<file path="src/rtl/total_supervisor.sv">
// ---------------------------------------------------------------------------
// total_supervisor
//   Safety supervisor for the TOTAL hardware top. Watches NUM_ZONES thermal
//   sensors and one QRNG entropy stream, and drives Peltier cooling, system
//   halt and the security alarm through a latched four-state supervisor FSM.
//
//   Optional build macro: TOTAL_SUP_EVENT_CNT_EN
//     When defined, adds saturating 16-bit counters of HALT and ALARM entries
//     (halt_events, ent_events). These are not cleared by alarm_clr.
//
// Ports
//   clk            in   system clock
//   rst_n          in   asynchronous active-low reset
//   temp_zones     in   packed zone temps, zone i at [i*TEMP_W +: TEMP_W]
//   entropy_data   in   raw QRNG sample
//   entropy_valid  in   entropy_data qualifier
//   alarm_clr      in   software clear (single-cycle pulse)
//   p_cooling_act  out  Peltier enable
//   system_halt    out  full stop
//   security_alarm out  alarm flag to software
//   sup_state      out  0 NORMAL, 1 ALARM, 2 HALT, 3 RECOVER
//   hot_zone       out  index of hottest zone (lowest index wins ties)
//   halt_events    out  HALT entry count   (TOTAL_SUP_EVENT_CNT_EN only)
//   ent_events     out  ALARM entry count  (TOTAL_SUP_EVENT_CNT_EN only)
// ---------------------------------------------------------------------------
module total_supervisor #(
  parameter int                NUM_ZONES    = 4,
  parameter int                TEMP_W       = 8,
  parameter int                ENT_W        = 64,
  parameter logic [TEMP_W-1:0] WARN_TH      = 8'd70,
  parameter logic [TEMP_W-1:0] CRIT_TH      = 8'd95,
  parameter logic [TEMP_W-1:0] HYST         = 8'd5,
  parameter int                DEBOUNCE_CYC = 4,
  parameter int                STUCK_LIMIT  = 3,
  parameter int                RECOVER_CYC  = 16,
  localparam int               ZW           = (NUM_ZONES > 1) ? $clog2(NUM_ZONES) : 1
) (
  input  logic                        clk,
  input  logic                        rst_n,
  input  logic [NUM_ZONES*TEMP_W-1:0] temp_zones,
  input  logic [ENT_W-1:0]            entropy_data,
  input  logic                        entropy_valid,
  input  logic                        alarm_clr,
  output logic                        p_cooling_act,
  output logic                        system_halt,
  output logic                        security_alarm,
  output logic [1:0]                  sup_state,
  output logic [ZW-1:0]               hot_zone
`ifdef TOTAL_SUP_EVENT_CNT_EN
  ,
  output logic [15:0]                 halt_events,
  output logic [15:0]                 ent_events
`endif
);

  localparam int CW = $clog2(DEBOUNCE_CYC + 1);
  localparam int RW = $clog2(STUCK_LIMIT + 1);
  localparam int TW = $clog2(RECOVER_CYC + 1);

  localparam logic [CW-1:0]     CRIT_MAX    = CW'(DEBOUNCE_CYC);
  localparam logic [RW-1:0]     REP_MAX     = RW'(STUCK_LIMIT);
  localparam logic [TW-1:0]     REC_LAST    = TW'(RECOVER_CYC - 1);
  // Cooling release threshold, floored at zero when HYST exceeds WARN_TH.
  localparam logic [TEMP_W-1:0] COOL_OFF_TH = (WARN_TH > HYST) ? (WARN_TH - HYST) : '0;

  typedef enum logic [1:0] {
    ST_NORMAL  = 2'd0,
    ST_ALARM   = 2'd1,
    ST_HALT    = 2'd2,
    ST_RECOVER = 2'd3
  } sup_state_e;

  function automatic int sat_inc(input int val, input int limit);
    return (val < limit) ? val + 1 : limit;
  endfunction

  // ---- stage 1: hottest-zone reduction -----------------------------------
  logic [TEMP_W-1:0] max_c;
  logic [ZW-1:0]     idx_c;
  logic [TEMP_W-1:0] max_p1;
  logic [ZW-1:0]     hot_p1;

  always_comb begin
    max_c = temp_zones[TEMP_W-1:0];
    idx_c = '0;
    // Strict compare keeps the lowest index on ties.
    for (int i = 1; i < NUM_ZONES; i++) begin
      if (temp_zones[i*TEMP_W +: TEMP_W] > max_c) begin
        max_c = temp_zones[i*TEMP_W +: TEMP_W];
        idx_c = ZW'(i);
      end
    end
  end

  always_ff @(posedge clk or negedge rst_n) begin
    if (!rst_n) begin
      max_p1 <= '0;
      hot_p1 <= '0;
    end else begin
      max_p1 <= max_c;
      hot_p1 <= idx_c;
    end
  end

  // ---- stage 2: cooling hysteresis and critical debounce -----------------
  logic          cool_on_p2;
  logic [CW-1:0] crit_cnt_p2;
  logic          crit_hit;
  logic          cool_below;

  assign crit_hit   = (crit_cnt_p2 == CRIT_MAX);
  assign cool_below = (max_p1 < COOL_OFF_TH);

  always_ff @(posedge clk or negedge rst_n) begin
    if (!rst_n) begin
      cool_on_p2  <= 1'b0;
      crit_cnt_p2 <= '0;
    end else begin
      if (max_p1 >= WARN_TH) begin
        cool_on_p2 <= 1'b1;
      end else if (cool_below) begin
        cool_on_p2 <= 1'b0;
      end
      if (max_p1 >= CRIT_TH) begin
        crit_cnt_p2 <= CW'(sat_inc(int'(crit_cnt_p2), DEBOUNCE_CYC));
      end else begin
        crit_cnt_p2 <= '0;
      end
    end
  end

  // ---- supervisor FSM ------------------------------------------------------
  sup_state_e    state;
  sup_state_e    state_nxt;
  logic [TW-1:0] timer;
  logic [TW-1:0] timer_nxt;
  logic          clr_take;   // a clear accepted this cycle; also wipes entropy state
  logic          ent_fault;

  always_comb begin
    state_nxt = state;
    timer_nxt = '0;
    clr_take  = 1'b0;
    case (state)
      ST_NORMAL: begin
        if (crit_hit) begin
          state_nxt = ST_HALT;
        end else if (ent_fault) begin
          state_nxt = ST_ALARM;
        end
      end
      ST_ALARM: begin
        if (crit_hit) begin
          state_nxt = ST_HALT;
        end else if (alarm_clr) begin
          state_nxt = ST_NORMAL;
          clr_take  = 1'b1;
        end
      end
      ST_HALT: begin
        // A clear while still hot is dropped, not remembered.
        if (!crit_hit && alarm_clr && cool_below) begin
          state_nxt = ST_RECOVER;
          clr_take  = 1'b1;
        end
      end
      ST_RECOVER: begin
        if (crit_hit) begin
          state_nxt = ST_HALT;
        end else if (ent_fault) begin
          state_nxt = ST_ALARM;
        end else if (timer == REC_LAST) begin
          state_nxt = ST_NORMAL;
        end else begin
          timer_nxt = timer + 1'b1;
        end
      end
      default: state_nxt = ST_NORMAL;
    endcase
  end

  always_ff @(posedge clk or negedge rst_n) begin
    if (!rst_n) begin
      state <= ST_NORMAL;
      timer <= '0;
    end else begin
      state <= state_nxt;
      timer <= timer_nxt;
    end
  end

  // ---- entropy repetition detector -----------------------------------------
  logic [ENT_W-1:0] prev_ent;
  logic [ENT_W-1:0] prev_ent_nxt;
  logic             prev_vld;
  logic             prev_vld_nxt;
  logic [RW-1:0]    rep_cnt;
  logic [RW-1:0]    rep_cnt_nxt;
  logic             ent_fault_nxt;

  always_comb begin
    prev_ent_nxt  = prev_ent;
    prev_vld_nxt  = prev_vld;
    rep_cnt_nxt   = rep_cnt;
    ent_fault_nxt = ent_fault;
    if (clr_take) begin
      // Clear beats any sample arriving in the same cycle.
      prev_vld_nxt  = 1'b0;
      rep_cnt_nxt   = '0;
      ent_fault_nxt = 1'b0;
    end else if (entropy_valid) begin
      prev_ent_nxt = entropy_data;
      prev_vld_nxt = 1'b1;
      if (prev_vld) begin
        if (entropy_data == prev_ent) begin
          rep_cnt_nxt = RW'(sat_inc(int'(rep_cnt), STUCK_LIMIT));
        end else begin
          rep_cnt_nxt = '0;
        end
      end
      if (rep_cnt_nxt == REP_MAX) begin
        ent_fault_nxt = 1'b1;
      end
    end
  end

  always_ff @(posedge clk or negedge rst_n) begin
    if (!rst_n) begin
      prev_ent  <= '0;
      prev_vld  <= 1'b0;
      rep_cnt   <= '0;
      ent_fault <= 1'b0;
    end else begin
      prev_ent  <= prev_ent_nxt;
      prev_vld  <= prev_vld_nxt;
      rep_cnt   <= rep_cnt_nxt;
      ent_fault <= ent_fault_nxt;
    end
  end

`ifdef TOTAL_SUP_EVENT_CNT_EN
  always_ff @(posedge clk or negedge rst_n) begin
    if (!rst_n) begin
      halt_events <= '0;
      ent_events  <= '0;
    end else begin
      if ((state != ST_HALT) && (state_nxt == ST_HALT)) begin
        halt_events <= 16'(sat_inc(int'(halt_events), 65535));
      end
      if ((state != ST_ALARM) && (state_nxt == ST_ALARM)) begin
        ent_events <= 16'(sat_inc(int'(ent_events), 65535));
      end
    end
  end
`endif

  // ---- outputs decoded from registered state -------------------------------
  assign system_halt    = (state == ST_HALT);
  assign security_alarm = (state == ST_ALARM) || (state == ST_HALT);
  assign p_cooling_act  = cool_on_p2 || (state == ST_HALT) || (state == ST_RECOVER);
  assign sup_state      = state;
  assign hot_zone       = hot_p1;

endmodule

</file>
<file path="config.mk">
export PLATFORM = sky130hd
export DESIGN_NAME = total_supervisor
export DESIGN_NICKNAME = d
export VERILOG_FILES = /design/src/rtl/total_supervisor.sv
export SDC_FILE = /design/constraint.sdc
export NUM_CORES = 1
export LEC_CHECK = 0
export CORE_MARGIN = 2
export CORE_UTILIZATION = 25
export CTS_BUF_LIST = sky130_fd_sc_hd__clkbuf_4
export CTS_CLUSTER_DIAMETER = 50
export DETAILED_ROUTE_END_ITERATION = 12
export DONT_BUFFER_PORTS = 1
export PLACE_DENSITY = 0.47
export SETUP_SLACK_MARGIN = 0.05
export SYNTH_ARGS = -nofsm -noshare
export SYNTH_HDL_FRONTEND = slang
export SYNTH_SLANG_ARGS = --single-unit
</file>
<file path="constraint.sdc">
create_clock -name clk -period 3.8 [get_ports clk]
set_clock_uncertainty 0.2 [all_clocks]
set_input_delay 0.57 -clock clk [delete_from_list [all_inputs] [get_ports clk]]
set_output_delay 0.57 -clock clk [all_outputs]
set_load 0.02 [all_outputs]
</file>
* Word-level counts from Yosys, hierarchy flattened *
Index checks and enable logic that the tools add are counted.

storage, ports and cells
  register bits = 89
  latch bits = 0
  bits in writable memories = 0
  memory bits (read-only) = 0
  input bits = 100
  output and inout port bits = 7
  logic and storage cells = 85
  memories kept = 0

cells by class
  add/subtract/negate cells = 3
  multipliers = 0
  divide/modulo/power cells = 0
  magnitude comparators = 8
  equality and inequality tests = 11
  shift operators = 0
  multiplexer cells = 39
  bitwise logic cells = 1
  reduce and logical (&&, ||, !) cells = 13

operators by type and width
  kind                   number
  $eq A64 B64 Y1         1
  $mux W2                17
  $gt A8 B8 Y1           3
  $mux W8                3
  $mux W5                4
  $ge A8 B7 Y1 const B   2
  $mux W1                11
  $lt A8 B7 Y1 const B   1
  $pmux W2 S4            1
  $eq A2 B2 Y1 const B   3
  $mux W3                2
  $ne A3 B3 Y1 const B   2
  $reduce_bool A2 Y1     3
  $add A5 B1 Y5 const B  1
  $eq A5 B4 Y1 const B   1
  $ne A4 B4 Y1 const B   1
  $reduce_and A2 Y1      2
  $reduce_and A4 Y1      1
  $add A3 B1 Y3 const B  1
  $eq A3 B3 Y1 const B   1
  $logic_or A1 B1 Y1     3
  $lt A3 B3 Y1 const B   1
  $add A2 B1 Y2 const B  1
  $eq A2 B1 Y1 const B   1
  7 further kinds        8

* Logic depth before layout (Yosys ltp) *
Gate-level depths: netlist of the first run.

  depth in word-level cells = 11
  mapped depth = 26
  mapped depth without buffers = 23

* Worst setup path before layout of the first run *
No wires, ideal clock.

  path kind = input to register
  start point = in temp_zones[7]
  end point = reg max_p1[0]
  setup time = 0.086 ns
  arrival = 5.131 ns
  data required time = 3.514 ns
  path slack = -1.617 ns
  cell stages on the path = 23
  buffers on the path = 3
  path through = inv_1 > ha_1 > and4_1 > a21boi_1 > o21ai_1 > clkbuf_1 > o21a_1 > ha_1 > nand4_1 > nor2_1 > nor2_1 > a211oi_2 > o211ai_1 > and2_1 > ha_1 > nor2b_1 > o21ai_0 > a21oi_1 > o21ai_0 > buf_2 > buf_2 > o22ai_1 > nor3_1

on the way
  longest elaborated chain between the ends = 6

RTL lines
  what                  RTL line  text
  start, declared       40        input logic [NUM_ZONES*TEMP_W-1:0] temp_zones,
  $gt A8 B8 Y1          88        if (temp_zones[i*TEMP_W +: TEMP_W] > max_c) begin
  $mux W8 (*)           88
  $gt A8 B8 Y1          88
  $mux W8 (*)           88
  $gt A8 B8 Y1          88
  $mux W8 (*)           88
  net max_c[0]          78        logic [TEMP_W-1:0] max_c;
  end signal, assigned  100       max_p1 <= max_c;
  end, declared         80        logic [TEMP_W-1:0] max_p1;

Mark *: on every way through the listed nets, which the timed path passes. The rest lies on a longest branch.
A chain may end at the register's enable or synchronous reset.

* Worst setup path after layout of the first run *
  start point = in temp_zones[5]
  end point = reg max_p1[7]

Same word-level chain as after synthesis.

==> run metrics, run 1 <==
slew at the pin closest to its max-slew limit 0.512 ns; die area 23800 um2; Slew Limit Headroom 0.656; vias in the first global route 4643; internal power 2520 uW; met2 GRT Util 0.210; Die H 154 um; Unique masters post-synth 57; synth warn 0; commonest non-fill, non-tap cells in the layout 89 x dfrtp_1, 69 x buf_4, 64 x xnor2_1, 49 x mux2_4, 37 x dlygate4sd3_1; EDFF count, synth 0; Remaining DRCs 0; Syn Area/Cell 11.4 um2; Post-synth ARST share 1.00; Seq cells post-synth 89; fraction of layout cells with a size suffix above 1 0.388; all-layer global routing usage 0.125; R2R depth 8; Slew Limit Fails 0; initial antenna violation count 1; detailed-route via count 4221; fin cells 899; Max Cap Violations 0; RSZ-0062 raised after global routing true; cells after synthesis 496; Final GP Congestion 0.827; commonest non-fill, non-tap cell in the layout dfrtp_1; I/O pins 107; Final HPWL DP 10400 um; drt first pass iters 4; CTS buffer count 9; Net Sw Frac 0.356; FMAX 0.223 GHz; DP Worst Slack -1.42 ns; reg2reg end prev_ent[0]; syn nets 627; wirelength, routed 14900 um; power share of the combinational group 0.475; setup slack after layout -0.676 ns; failing checks setup timing; crit-path max FO 8; Clock Sinks 89; post-route cell area 7540 um2; CTS tree built; Clock power frac 0.135; Reg-to-Reg Start max_p1[4]; GR Util met1 0.142; sequential share of the synthesized area 0.394; worst reg2reg setup slack 0.86 ns; Hold Violations, Final 0; CTS HTree Levels 3; Worst Path Class, Setup input port to register; largest net degree at the start of global routing 90; net count reported at finish 740; crit start category input port; multi-input logic area 3680 um2; peak supply drop 171 uV; Seq pwr share 0.390; hold_sp entropy_data[12]; clock slew at reported path FFs 0.13 ns; Synth top area share 0.394; vias per cell 4.70; Layout Utilization 0.336; Critical Path AT 4.62 ns; total power 3920 uW; M3 GR Usage 0.0482; result of the run complete, but fails checks; worst-case clock buffer depth 2; DIE WIDTH 154 um; sequential standard cell area 2230 um2; Hold Path Class input port to register; leading area contributor after synthesis dfrtp_1; Worst-Skew Late Latency 0.46 ns; initial drt markers 136; placed cell count 816; DP Area 6360 um2; WL per Instance 16.5 um; switching power 1390 uW; Overflow after GRT 0; Initial Util 0.252; Rows 55; Area contributors post-synth dfrtp_1 39%, mux2_4 13%, xnor2_1 9.9%; antenna viol nets, final 0; GR peak layer met2; area delta synth->final 33.4%; Crit path required time 3.94 ns; cell area after synthesis 5650 um2; core area 22400 um2; Port Buffers 0; Critical Path End Type register; fin crit share 1.18; power per cell area 520 nW/um2; crit path time final 4.48 ns; Root Buffer clkbuf_4; Setup crit start temp_zones[5]; Critical Path End max_p1[7]; top_reg_cell synth dfrtp_1; first-pass GRT wire length 23600 um; P_leak 0.00311 uW; number of fill cells 2264; final setup vio count 10
## power groups by stage
stage	sequential, uW	combinational [uW]	clock (uW)
2_1_floorplan	1490	1310	0
3_3_place_gp	1530	1500	0
3_5_place_dp	1550	1540	0
4_1_cts	1530	1740	567
5_1_grt	1570	2040	598
6_report	1530	1860	528
## per-layer routing
| layer | up-vias | part of all wire |
|---|---|---|
| met5 | - | 0 |
| met4 | 0 | 0.023 |
| met3 | 23 | 0.098 |
| met2 | 121 | 0.48 |
| met1 | 2053 | 0.40 |
| li1 | 2024 | - |
## sequential cells by signal, summed over array words and instances, names as in the netlist, named ones only
name / cells
prev_ent: 64
max_p1: 8
timer: 5
crit_cnt_p2: 3
hot_zone: 2
rep_cnt: 2
cool_on_p2: 1
ent_fault: 1
prev_vld: 1
sup_state: 1
## synthesized netlist by cell type, types with 3 or more instances
cell type,count
nand2_1,8
ha_1,31
o21ai_1,3
xnor2_1,64
o21ai_0,11
nor3_1,15
mux2_4,49
clkbuf_1,3
buf_2,3
a211oi_1,14
nor2_1,21
inv_1,26
nand3_1,12
buf_12,6
o211ai_1,9
nand4_1,19
mux2_2,15
nor4_1,4
nand2b_1,10
o22ai_1,8
a21oi_1,19
and2_1,4
o21a_1,9
dfrtp_1,89
and3_1,3
## worst max-delay path, cell delays in order
cell and delay, ns:
inv_8 0.01, ha_4 0.24, and4_4 0.28, a21boi_4 0.23, o21ai_4 0.11, o21a_1 0.25
ha_4 0.28, nand4_1 0.23, buf_4 0.24, o21bai_4 0.19, o21ai_4 0.10, o21ai_4 0.23
mux2_4 0.35, ha_4 0.26, nand4_1 0.14, nor2_1 0.12, a22oi_1 0.10, o21ai_2 0.10
buf_6 0.16, o211ai_1 0.11, a211oi_2 0.24, nor3_2 0.07
## what timing repair did
item / in CTS / in global routing
hold buffers: 38 / 0
hold endpoints to repair: 126 / 0
gates resized for setup: 37 / 48
setup endpoints to repair: 10 / 10
pin swaps: 33 / 40
cloned: 0 / 1
setup buffers: 25 / 7
## worst min path at each step
| stage | end | slack, ns | cells after the start |
|---|---|---|---|
| after floorplan | asynchronous set/reset pin | 0.07 | 0 |
| after global placement | prev_ent[17] | 0.08 | 0 |
| after detailed placement | prev_ent[17] | 0.08 | 0 |
| after CTS | prev_ent[61] | 0.0008 | 1 |
| after global routing | prev_ent[55] | 0.007 | 1 |
| final | prev_ent[12] | 0.05 | 1 |
## stage by stage
step	TNS [ns]	hold slack, ns
after floorplan	-9.46	0.0744
after global placement	-11.04	0.0765
after detailed placement	-12.53	0.0766
after CTS	-4.93	0.000769
after global routing	-7.35	0.00742
final	-5.99	0.0534
## final cells by class
cell class / count / share of cell area
multi-input combinational: 368 / 0.489
sequential: 89 / 0.296
timing repair buffer: 115 / 0.135
tap: 285 / 0.0473
inverter: 26 / 0.0166
clock buffer: 9 / 0.00897
clock inverter: 6 / 0.00764
antenna: 1 / 0.000332
## cell families after synthesis
family	share of synthesized area
buffers and inverters	0.0452
DFF	0.394
muxes	0.162
xor gates and xnor gates	0.102
and+or+nand+nor	0.103
AOI/OAI and AO/OA	0.125
adders and majority gates	0.0687
(Power assumes the default switching activity.)
==> run 2: changes to the inputs <==
- CTS_CLUSTER_SIZE: not set -> 16
- REMOVE_ABC_BUFFERS: not set -> 1
==> run metrics, run 2 (same netlist as run 1, synthesis figures left out) <==
net count reported at finish 729; critical path's top delay family compound AO/OA/AOI/OAI gates; P_leak 0.00305 uW; CTS tree built; slew at the pin closest to its max-slew limit 0.635 ns; wirelength, routed 14700 um; Remaining DRCs 0; CTS HTree Levels 3; vias in the first global route 4442; Clock Sinks 89; Critical Path End Type register; peak supply drop 147 uV; Max Cap Violations 0; vias per cell 4.68; commonest non-fill, non-tap cells in the layout 89 x dfrtp_1, 67 x buf_4, 64 x xnor2_1, 49 x mux2_4, 29 x dlygate4sd3_1; post-route cell area 7390 um2; FMAX 0.222 GHz; crit-path max FO 7; setup slack after layout -0.696 ns; drt first pass iters 4; switching power 1380 uW; failing checks setup timing; Hold Violations, Final 0; fin cells 888; core area 22400 um2; Initial Util 0.252; Slowest Stage Delay on Critical Path 0.31 ns; Slew Limit Fails 0; Biggest register prev_ent; power share of the combinational group 0.458; placed cell count 817; first-pass GRT wire length 22800 um; WL per Instance 16.6 um; Slew Limit Headroom 0.573; Port Buffers 0; power per cell area 535 nW/um2; initial drt markers 129; Overflow after GRT 0; max reg flops 64; fraction of layout cells with a size suffix above 1 0.390; largest net degree at the start of global routing 90; worst path bufs/invs 5; crit start category input port; Clock power frac 0.155; I/O pins 107; Worst-Skew Late Latency 0.47 ns; biggest regs prev_ent x64, max_p1 x8, timer x5; DIE WIDTH 154 um; crit path time final 4.50 ns; detailed-route via count 4154; internal power 2570 uW; worst-case clock buffer depth 2; clock slew at reported path FFs 0.15 ns; DP Area 6240 um2; RSZ-0062 raised after global routing true; antenna viol nets, final 0; Final HPWL DP 10400 um; critical path's slowest cell ha_1; result of the run complete, but fails checks; Worst Path Class, Setup input port to register; CTS buffer count 9; Die H 154 um; Root Buffer clkbuf_4; Rows 55; area delta synth->final 30.9%; Hold Path Class input port to register; die area 23800 um2; initial antenna violation count 0; fin crit share 1.18; Seq pwr share 0.387; all-layer global routing usage 0.120; commonest non-fill, non-tap cell in the layout dfrtp_1; Net Sw Frac 0.350; final setup vio count 10; Critical Path AT 4.65 ns; antenna diode count 0; Final GP Congestion 0.863; Hold Slack 0.0343 ns; Crit path required time 3.96 ns
run 2: cell count changes in the layout (fill, tap and decap cells not counted), moves of 4 or more:
cell	previous run	this run
a21oi_1	15	11
a21oi_2	3	8
dlygate4sd3_1	37	29
o22ai_1	4	8
o22ai_2	4	0
run 2: what timing repair did:
item | 4_1_cts | 5_1_grt
gates cloned | 1 | 0
endpoints found under the hold margin | 104 | 13
buffers inserted | 15 | 9
endpoints found under the setup margin | 10 | 10
hold buffers | 17 | 13
pin swaps | 31 | 24
gates resized for setup | 61 | 47
run 2: routing by layer:
metal | up-vias | track usage | wire length (um)
li1 | 2009 | - | -
met5 | - | 0 | 0
met3 | 23 | 0.0415 | 1180
met4 | 0 | 0.0450 | 304
met2 | 110 | 0.201 | 6980
met1 | 2012 | 0.144 | 6240
run 2: area by class of cell:
cell class / instances / area (um2)
Multi-Input combinational cell: 367 / 3620
Inverter: 26 / 118
Tap cell: 285 / 357
Sequential cell: 89 / 2230
Timing Repair Buffer: 105 / 920
Clock inverter: 6 / 81.3
Clock buffer: 10 / 75.1
Fill cell: 2276 / 15000
run 2: final timing paths:
path,cells past startpoint,slack (ns),to,startpoint
min in group asynchronous,2,0.48,prev_ent[51],rst_n
setup / recovery,25,-0.70,max_p1[2],temp_zones[5]
max in group asynchronous,2,2.56,timer[0],rst_n
hold reg to reg,1,0.28,crit_cnt_p2[0],crit_cnt_p2[0]
hold / removal,1,0.03,prev_ent[48],entropy_data[48]
setup reg to reg,8,0.71,prev_ent[1],sup_state[0]
run 2: power groups by stage:
| stage | combinational [uW] | sequential (uW) | clock [uW] |
|---|---|---|---|
| 6_report | 1810 | 1530 | 611 |
| 5_1_grt | 1980 | 1570 | 676 |
| 4_1_cts | 1690 | 1530 | 641 |
| 3_5_place_dp | 1530 | 1550 | 0 |
| 3_3_place_gp | 1490 | 1530 | 0 |
| 2_1_floorplan | 1180 | 1490 | 0 |
run 2: worst reg2reg max path, stage by stage (launching register included):
cell	delay (ns)
dfrtp_1	0.55
inv_1	0.19
ha_1	0.39
inv_1	0.11
o21ai_1	0.16
and2_4	0.18
or2b_4	0.44
buf_12	0.35
mux2_2	0.42
run 2: per-stage QoR:
stage / TNS (ns) / utilization / setup WS (ns) / total power [uW]
floorplan: -23.65 / - / -2.45 / 2660
global placement: -12.71 / 0.278 / -1.34 / 3030
detailed placement: -13.49 / 0.278 / -1.45 / 3090
CTS: -4.92 / 0.311 / -0.580 / 3860
global route: -7.41 / 0.330 / -0.844 / 4230
finish: -6.21 / 0.330 / -0.696 / 3950
==> run 3: changes to the inputs <==
- SETUP_SLACK_MARGIN: 0.05 -> 0.15
==> results of run 3 <==
No change in the layout: final DEF, timing and power equal those of run 2.
==> edit 1: new RTL, flow settings as in run 3 <==
Add an input register stage for `temp_zones`, with the module's reset; this delays it by one clock. The other inputs are not delayed to match.
--- a/src/rtl/total_supervisor.sv
+++ b/src/rtl/total_supervisor.sv
@@ -72,2 +72,12 @@
 
+  logic [NUM_ZONES*TEMP_W-1:0] temp_zones_q;
+
+  always_ff @(posedge clk or negedge rst_n) begin
+    if (!rst_n) begin
+      temp_zones_q <= '0;
+    end else begin
+      temp_zones_q <= temp_zones;
+    end
+  end
+
   function automatic int sat_inc(input int val, input int limit);
@@ -83,3 +93,3 @@
   always_comb begin
-    max_c = temp_zones[TEMP_W-1:0];
+    max_c = temp_zones_q[TEMP_W-1:0];
     idx_c = '0;
@@ -87,4 +97,4 @@
     for (int i = 1; i < NUM_ZONES; i++) begin
-      if (temp_zones[i*TEMP_W +: TEMP_W] > max_c) begin
-        max_c = temp_zones[i*TEMP_W +: TEMP_W];
+      if (temp_zones_q[i*TEMP_W +: TEMP_W] > max_c) begin
+        max_c = temp_zones_q[i*TEMP_W +: TEMP_W];
         idx_c = ZW'(i);
Check against the original RTL: not equivalent (a bounded check fails within 4 cycles, from zero or initial values and one cycle with rst_n low).
==> edit 1 against run 3 <==
The flow still finishes with violations (setup timing). Sequential power is 27% higher. Core utilization is 4.2 points higher. Area after synthesis increased by 8.4%. Synthesized cell count increased by 1.6%. Sequential cell count up 32. Total power grew 22%. Via count rose by 9.7%. Setup slack lost 0.72 ns. Cell area rose by 22%. Wire length up 9.3%. Largest cell class unchanged. Largest power group is now registers.
==> edit 1: results (changes against run 3) <==
.. list-table::
   :header-rows: 1

   * - Metric
     - Value
   * - VDD IR-drop max
     - 0.000237 V (+62%)
   * - Clock-pin slew of the registers on the worst-case setup and hold paths
     - 0.11 ns (-0.04 ns)
   * - HP Start
     - entropy_valid
   * - Hold path depth
     - 2 (+1)
   * - Final critical-path setup slack
     - -1.42 ns (-0.722 ns)
   * - Maximum number of pins on one net before global-route repair
     - 122 (+36%)
   * - Instance count after placement with tap cells included
     - 876 (+7.2%)
   * - Data arrival, critical path
     - 5.45 ns (+0.80 ns)
   * - GR Util All Layers
     - 13.2% (+1.1 points)
   * - Critical Path Max Stage Delay
     - 0.40 ns (+0.09 ns)
   * - Violated checks
     - setup timing
   * - Setup violators final
     - 10 (unchanged)
   * - Global-route wire length before repair
     - 26.6 mm (+16%)
   * - Clock insertion delay at the later pin of the skew report
     - 0.53 ns (+0.06 ns)
   * - Cell with the largest stage delay on the worst path
     - dfrtp_1
   * - Cts bufs inserted
     - 17 (+8)
   * - First-iteration detailed-routing DRC count
     - 256 (+98%)
   * - Timing startpoint of the critical path
     - temp_zones_q[13]
   * - Run status
     - finished with violations
   * - Final HPWL DP
     - 10.7 mm (+3.6%)
   * - Routed WL per cell
     - 15.4 µm (-6.7%)
   * - Worst-path fanout max
     - 8 (+1)
   * - Regs by FF count
     - prev_ent x64, temp_zones_q x32, max_p1 x8
   * - Post-layout nets
     - 836 (+15%)
   * - Max-slew headroom at the worst pin
     - 51.0% (-6.3 points)
   * - Post-synthesis sequential area ratio
     - 49.4% (+10 points)
   * - Leading post-synthesis cells by cell area
     - dfrtp_1 (49%), mux2_1 (12%), xnor2_1 (9.2%)
   * - Detailed-route vias per instance
     - 4.38 (-6.5%)
   * - Fraction of final layout cells sized beyond drive strength 1
     - 27.3% (-12 points)
   * - Final estimated routing congestion in global placement
     - 0.805 (-6.8%)
## edit 1: cell types whose count changed after synthesis, sizes merged, moves of 8 or more
cell | run 3 | this run
dfrtp | 89 | 121
a211oi | 15 | 1
nor3 | 15 | 1
or2 | 0 | 9
a21oi | 19 | 11
nor4 | 4 | 12
o211ai | 10 | 2
## edit 1: what timing repair did
action | 4_1_cts | 5_1_grt
pin swaps | 31 | 17
gates cloned | 0 | 0
resized for setup | 74 | 15
hold endpoints to repair | 219 | 0
hold buffers | 99 | 0
endpoints found under the setup margin | 10 | 10
setup buffers | 23 | 11
## edit 1: final cells by class
cell class | instances | area, µm²
Inverter | 32 | 121
Timing Repair Buffer | 191 | 1750
Sequential cell | 121 | 3030
Fill cell | 2339 | 15200
Tap cell | 324 | 405
Clock inverter | 13 | 178
Multi-Input combinational cell | 341 | 3360
Clock buffer | 19 | 143
## edit 1: worst register-to-register path: cells and delay by family (launching register included)
kind                     cells  cell delay, ns
AND/OR/NAND/NOR              7            0.68
multiplexers                 1            0.20
adder cells (fa/ha/maj)      3            0.84
flip-flops                   1            0.40
buffers and inverters        9            1.12
AO/OA/AOI/OAI                9            1.72
## edit 1: worst max path at each step
stage | to | slack (ns) | depth (start not counted)
2_1_floorplan | max_p1[1] | -1.68 | 22
3_3_place_gp | max_p1[3] | -1.67 | 23
3_5_place_dp | max_p1[0] | -1.74 | 23
4_1_cts | max_p1[7] | -1.36 | 25
5_1_grt | max_p1[7] | -1.65 | 25
6_report | max_p1[3] | -1.42 | 29
## edit 1: per-layer routing
metal / track usage, % / wire length (µm)
met4: 3.97 / 265
met5: 0 / 0
met1: 15.4 / 6820
met3: 4.08 / 906
met2: 23.1 / 8090
## edit 1: cells by family after synthesis
kind of cell	share of synthesized area [%]
compound gates	8.07
simple gates	9.83
buf+inv	3.45
fa+ha+maj	6.54
flops	49.4
xor+xnor	9.44
mux	13.2
## edit 1: power by group
part / switching, µW / internal (µW) / leakage (µW) / total (µW)
Sequential: 296 / 1650 / 0.00143 / 1950
Combinational: 801 / 1010 / 0.00215 / 1810
Clock: 520 / 532 / 0.000164 / 1050
## edit 1: stage by stage
step                setup TNS (ns)  instance area (µm²)  util [%]  hold slack, ns  setup slack [ns]
floorplan                   -14.95                 6030         -          0.0744             -1.68
global placement            -15.79                 6890      28.5          0.0783             -1.67
detailed placement          -16.73                 6890      28.5          0.0772             -1.74
CTS                         -12.99                 8820      36.5          0.0107             -1.36
global route                -15.83                 8990      37.2          0.0153             -1.65
finish                      -13.52                 8990      37.2          0.0849             -1.42
==> edit 2: new RTL, flow settings as in run 3 <==
Without the edit above. Change the parameter `NUM_ZONES` from 4 to 8.
--- a/src/rtl/total_supervisor.sv
+++ b/src/rtl/total_supervisor.sv
@@ -26,3 +26,3 @@
 module total_supervisor #(
-  parameter int                NUM_ZONES    = 4,
+  parameter int                NUM_ZONES    = 8,
   parameter int                TEMP_W       = 8,
Ports: changed (resized hot_zone and temp_zones); port bits go from 107 to 140. No check against the original RTL was run, so the function may have changed too.
==> edit 2 against run 3 <==
The flow finishes with violations (DRC, setup timing). Setup slack got worse by 6.5 ns. Cell area increased by 36%. Sequential cell count increased by 1. Cell count increased by 42%. Wire length increased by 41%. Worst hold slack improved by 0.013 ns. Core utilization increased by 5.5 points. Via count increased by 45%. Area after synthesis increased by 18%. Critical path depth increased by 47. Sequential share of layout area decreased by 7.7 points. Critical endpoint is now max_p1[0]. Highest routed layer unchanged.
Power is not compared: it rests on default switching activity, and its combinational part moved more than twofold at a synthesized area within 25%.
==> edit 2: results (changes against run 3) <==
.. list-table::
   :header-rows: 1

   * - Metric
     - Value
   * - Worst-path fanout max
     - 8 (+1)
   * - Violated checks
     - DRC, setup timing
   * - Post-synthesis sequential area ratio
     - 33.7% (-5.7 points)
   * - Final HPWL DP
     - 14.4 mm (+39%)
   * - Routed WL per cell
     - 16.5 µm (-0.25%)
   * - Setup violators final
     - 11 (+1)
   * - Cell with the largest stage delay on the worst path
     - o31a_1
   * - Antenna violations before repair
     - 1 (+1)
   * - Worst slew pin tran
     - 0.538 ns (-0.0967 ns)
   * - Global-route wire length before repair
     - 32.4 mm (+42%)
   * - Final critical-path setup slack
     - -7.15 ns (-6.45 ns)
   * - Post-route DRC violation count
     - 12 (+12)
   * - Post-CTS sizing
     - 122 (+100%)
   * - Data arrival, critical path
     - 11.12 ns (+6.47 ns)
   * - Fraction of final layout cells sized beyond drive strength 1
     - 45.3% (+6.4 points)
   * - Run status
     - finished with violations
   * - Post-CTS Hold Buffers
     - 48 (+31)
   * - Vias after detailed routing
     - 6030 (+45%)
   * - First-iteration detailed-routing DRC count
     - 357 (+180%)
   * - Worst reg2reg setup slack
     - 0.68 ns (-0.03 ns)
   * - Count of unique library cells instantiated by Yosys
     - 67 (+18%)
   * - Gate count after technology mapping
     - 678 (+37%)
   * - Via count of the first global-routing pass
     - 6221 (+40%)
   * - Iteration count of the initial detailed-routing pass
     - 9 (+5)
   * - Number of filler instances in the final layout
     - 2549 (+12%)
[edit 2: cell types whose count changed in the layout (fill, tap and decap cells not counted), sizes merged, moves of 16 or more]
| cell | run 3 | this run |
|---|---|---|
| o21ai | 15 | 37 |
| inv | 27 | 53 |
| buf | 76 | 196 |
| ha | 31 | 59 |
| nand2 | 8 | 24 |
| dlygate4sd3 | 29 | 47 |
| a21oi | 19 | 53 |
[edit 2: metal layers]
layer | share of wire [%] | routed length (µm) | GRT usage [%]
met5 | 0 | 0 | 0
met4 | 1.6 | 331 | 3.67
met3 | 8.4 | 1750 | 5.29
met2 | 46 | 9590 | 23.4
met1 | 44 | 9110 | 18.0
[edit 2: through the flow]
step / area, µm² / util [%] / hold slack [ns] / setup WS [ns] / setup TNS (ns)
final: 10100 / 38.5 / 0.0473 / -7.15 / -77.87
after global routing: 10100 / 38.5 / 0.000239 / -7.62 / -83.10
after CTS: 9610 / 36.8 / 0.000300 / -6.75 / -73.96
after detailed placement: 7920 / 30.3 / 0.0766 / -8.28 / -90.26
after global placement: 7920 / 30.3 / 0.0766 / -8.11 / -88.32
after floorplan: 6610 / - / 0.0744 / -9.14 / -111.35
[edit 2: cells by family after synthesis]
| group | synth area share, % |
|---|---|
| and+or+nand+nor | 11.2 |
| adders and majority gates | 11.0 |
| muxes | 13.2 |
| buffers and inverters | 3.84 |
| DFF | 33.7 |
| xor gates and xnor gates | 8.65 |
| AOI/OAI and AO/OA | 18.4 |
[edit 2: final timing paths]
| check | from | to | cells after the start |
|---|---|---|---|
| worst min-delay path | entropy_data[42] | prev_ent[42] | 1 |
| worst max-delay path | temp_zones[7] | max_p1[0] | 72 |
| min in group asynchronous | rst_n | prev_ent[38] | 2 |
| worst max register to register | max_p1[4] | prev_ent[43] | 9 |
| worst min register to register | crit_cnt_p2[0] | crit_cnt_p2[0] | 1 |
| max in group asynchronous | rst_n | hot_zone[1] | 2 |
[edit 2: area by class of cell]
type	instances	area share [%]
flip-flops and latches	90	22.4
diodes	1	0.0249
inverters	49	2.03
multi-input cells	524	49.5
clock buffers	9	0.672
well taps	335	4.17
clock inverters	7	0.597
repair buffers	243	20.6
[edit 2: worst register-to-register path, cell delays in order (launching register included)]
cell	delay [ns]
dfrtp_1	0.41
or3_1	0.38
o41ai_1	0.34
nand2_1	0.13
or2_2	0.29
a21boi_0	0.18
buf_4	0.14
nand2b_2	0.31
buf_12	0.25
mux2_2	0.38
[edit 2: where the power goes]
| part | switching, µW | leakage (µW) | internal (µW) |
|---|---|---|---|
| registers | 225 | 0.00106 | 1260 |
| clock network | 386 | 0.0000668 | 147 |
| logic | 3190 | 0.00311 | 3630 |
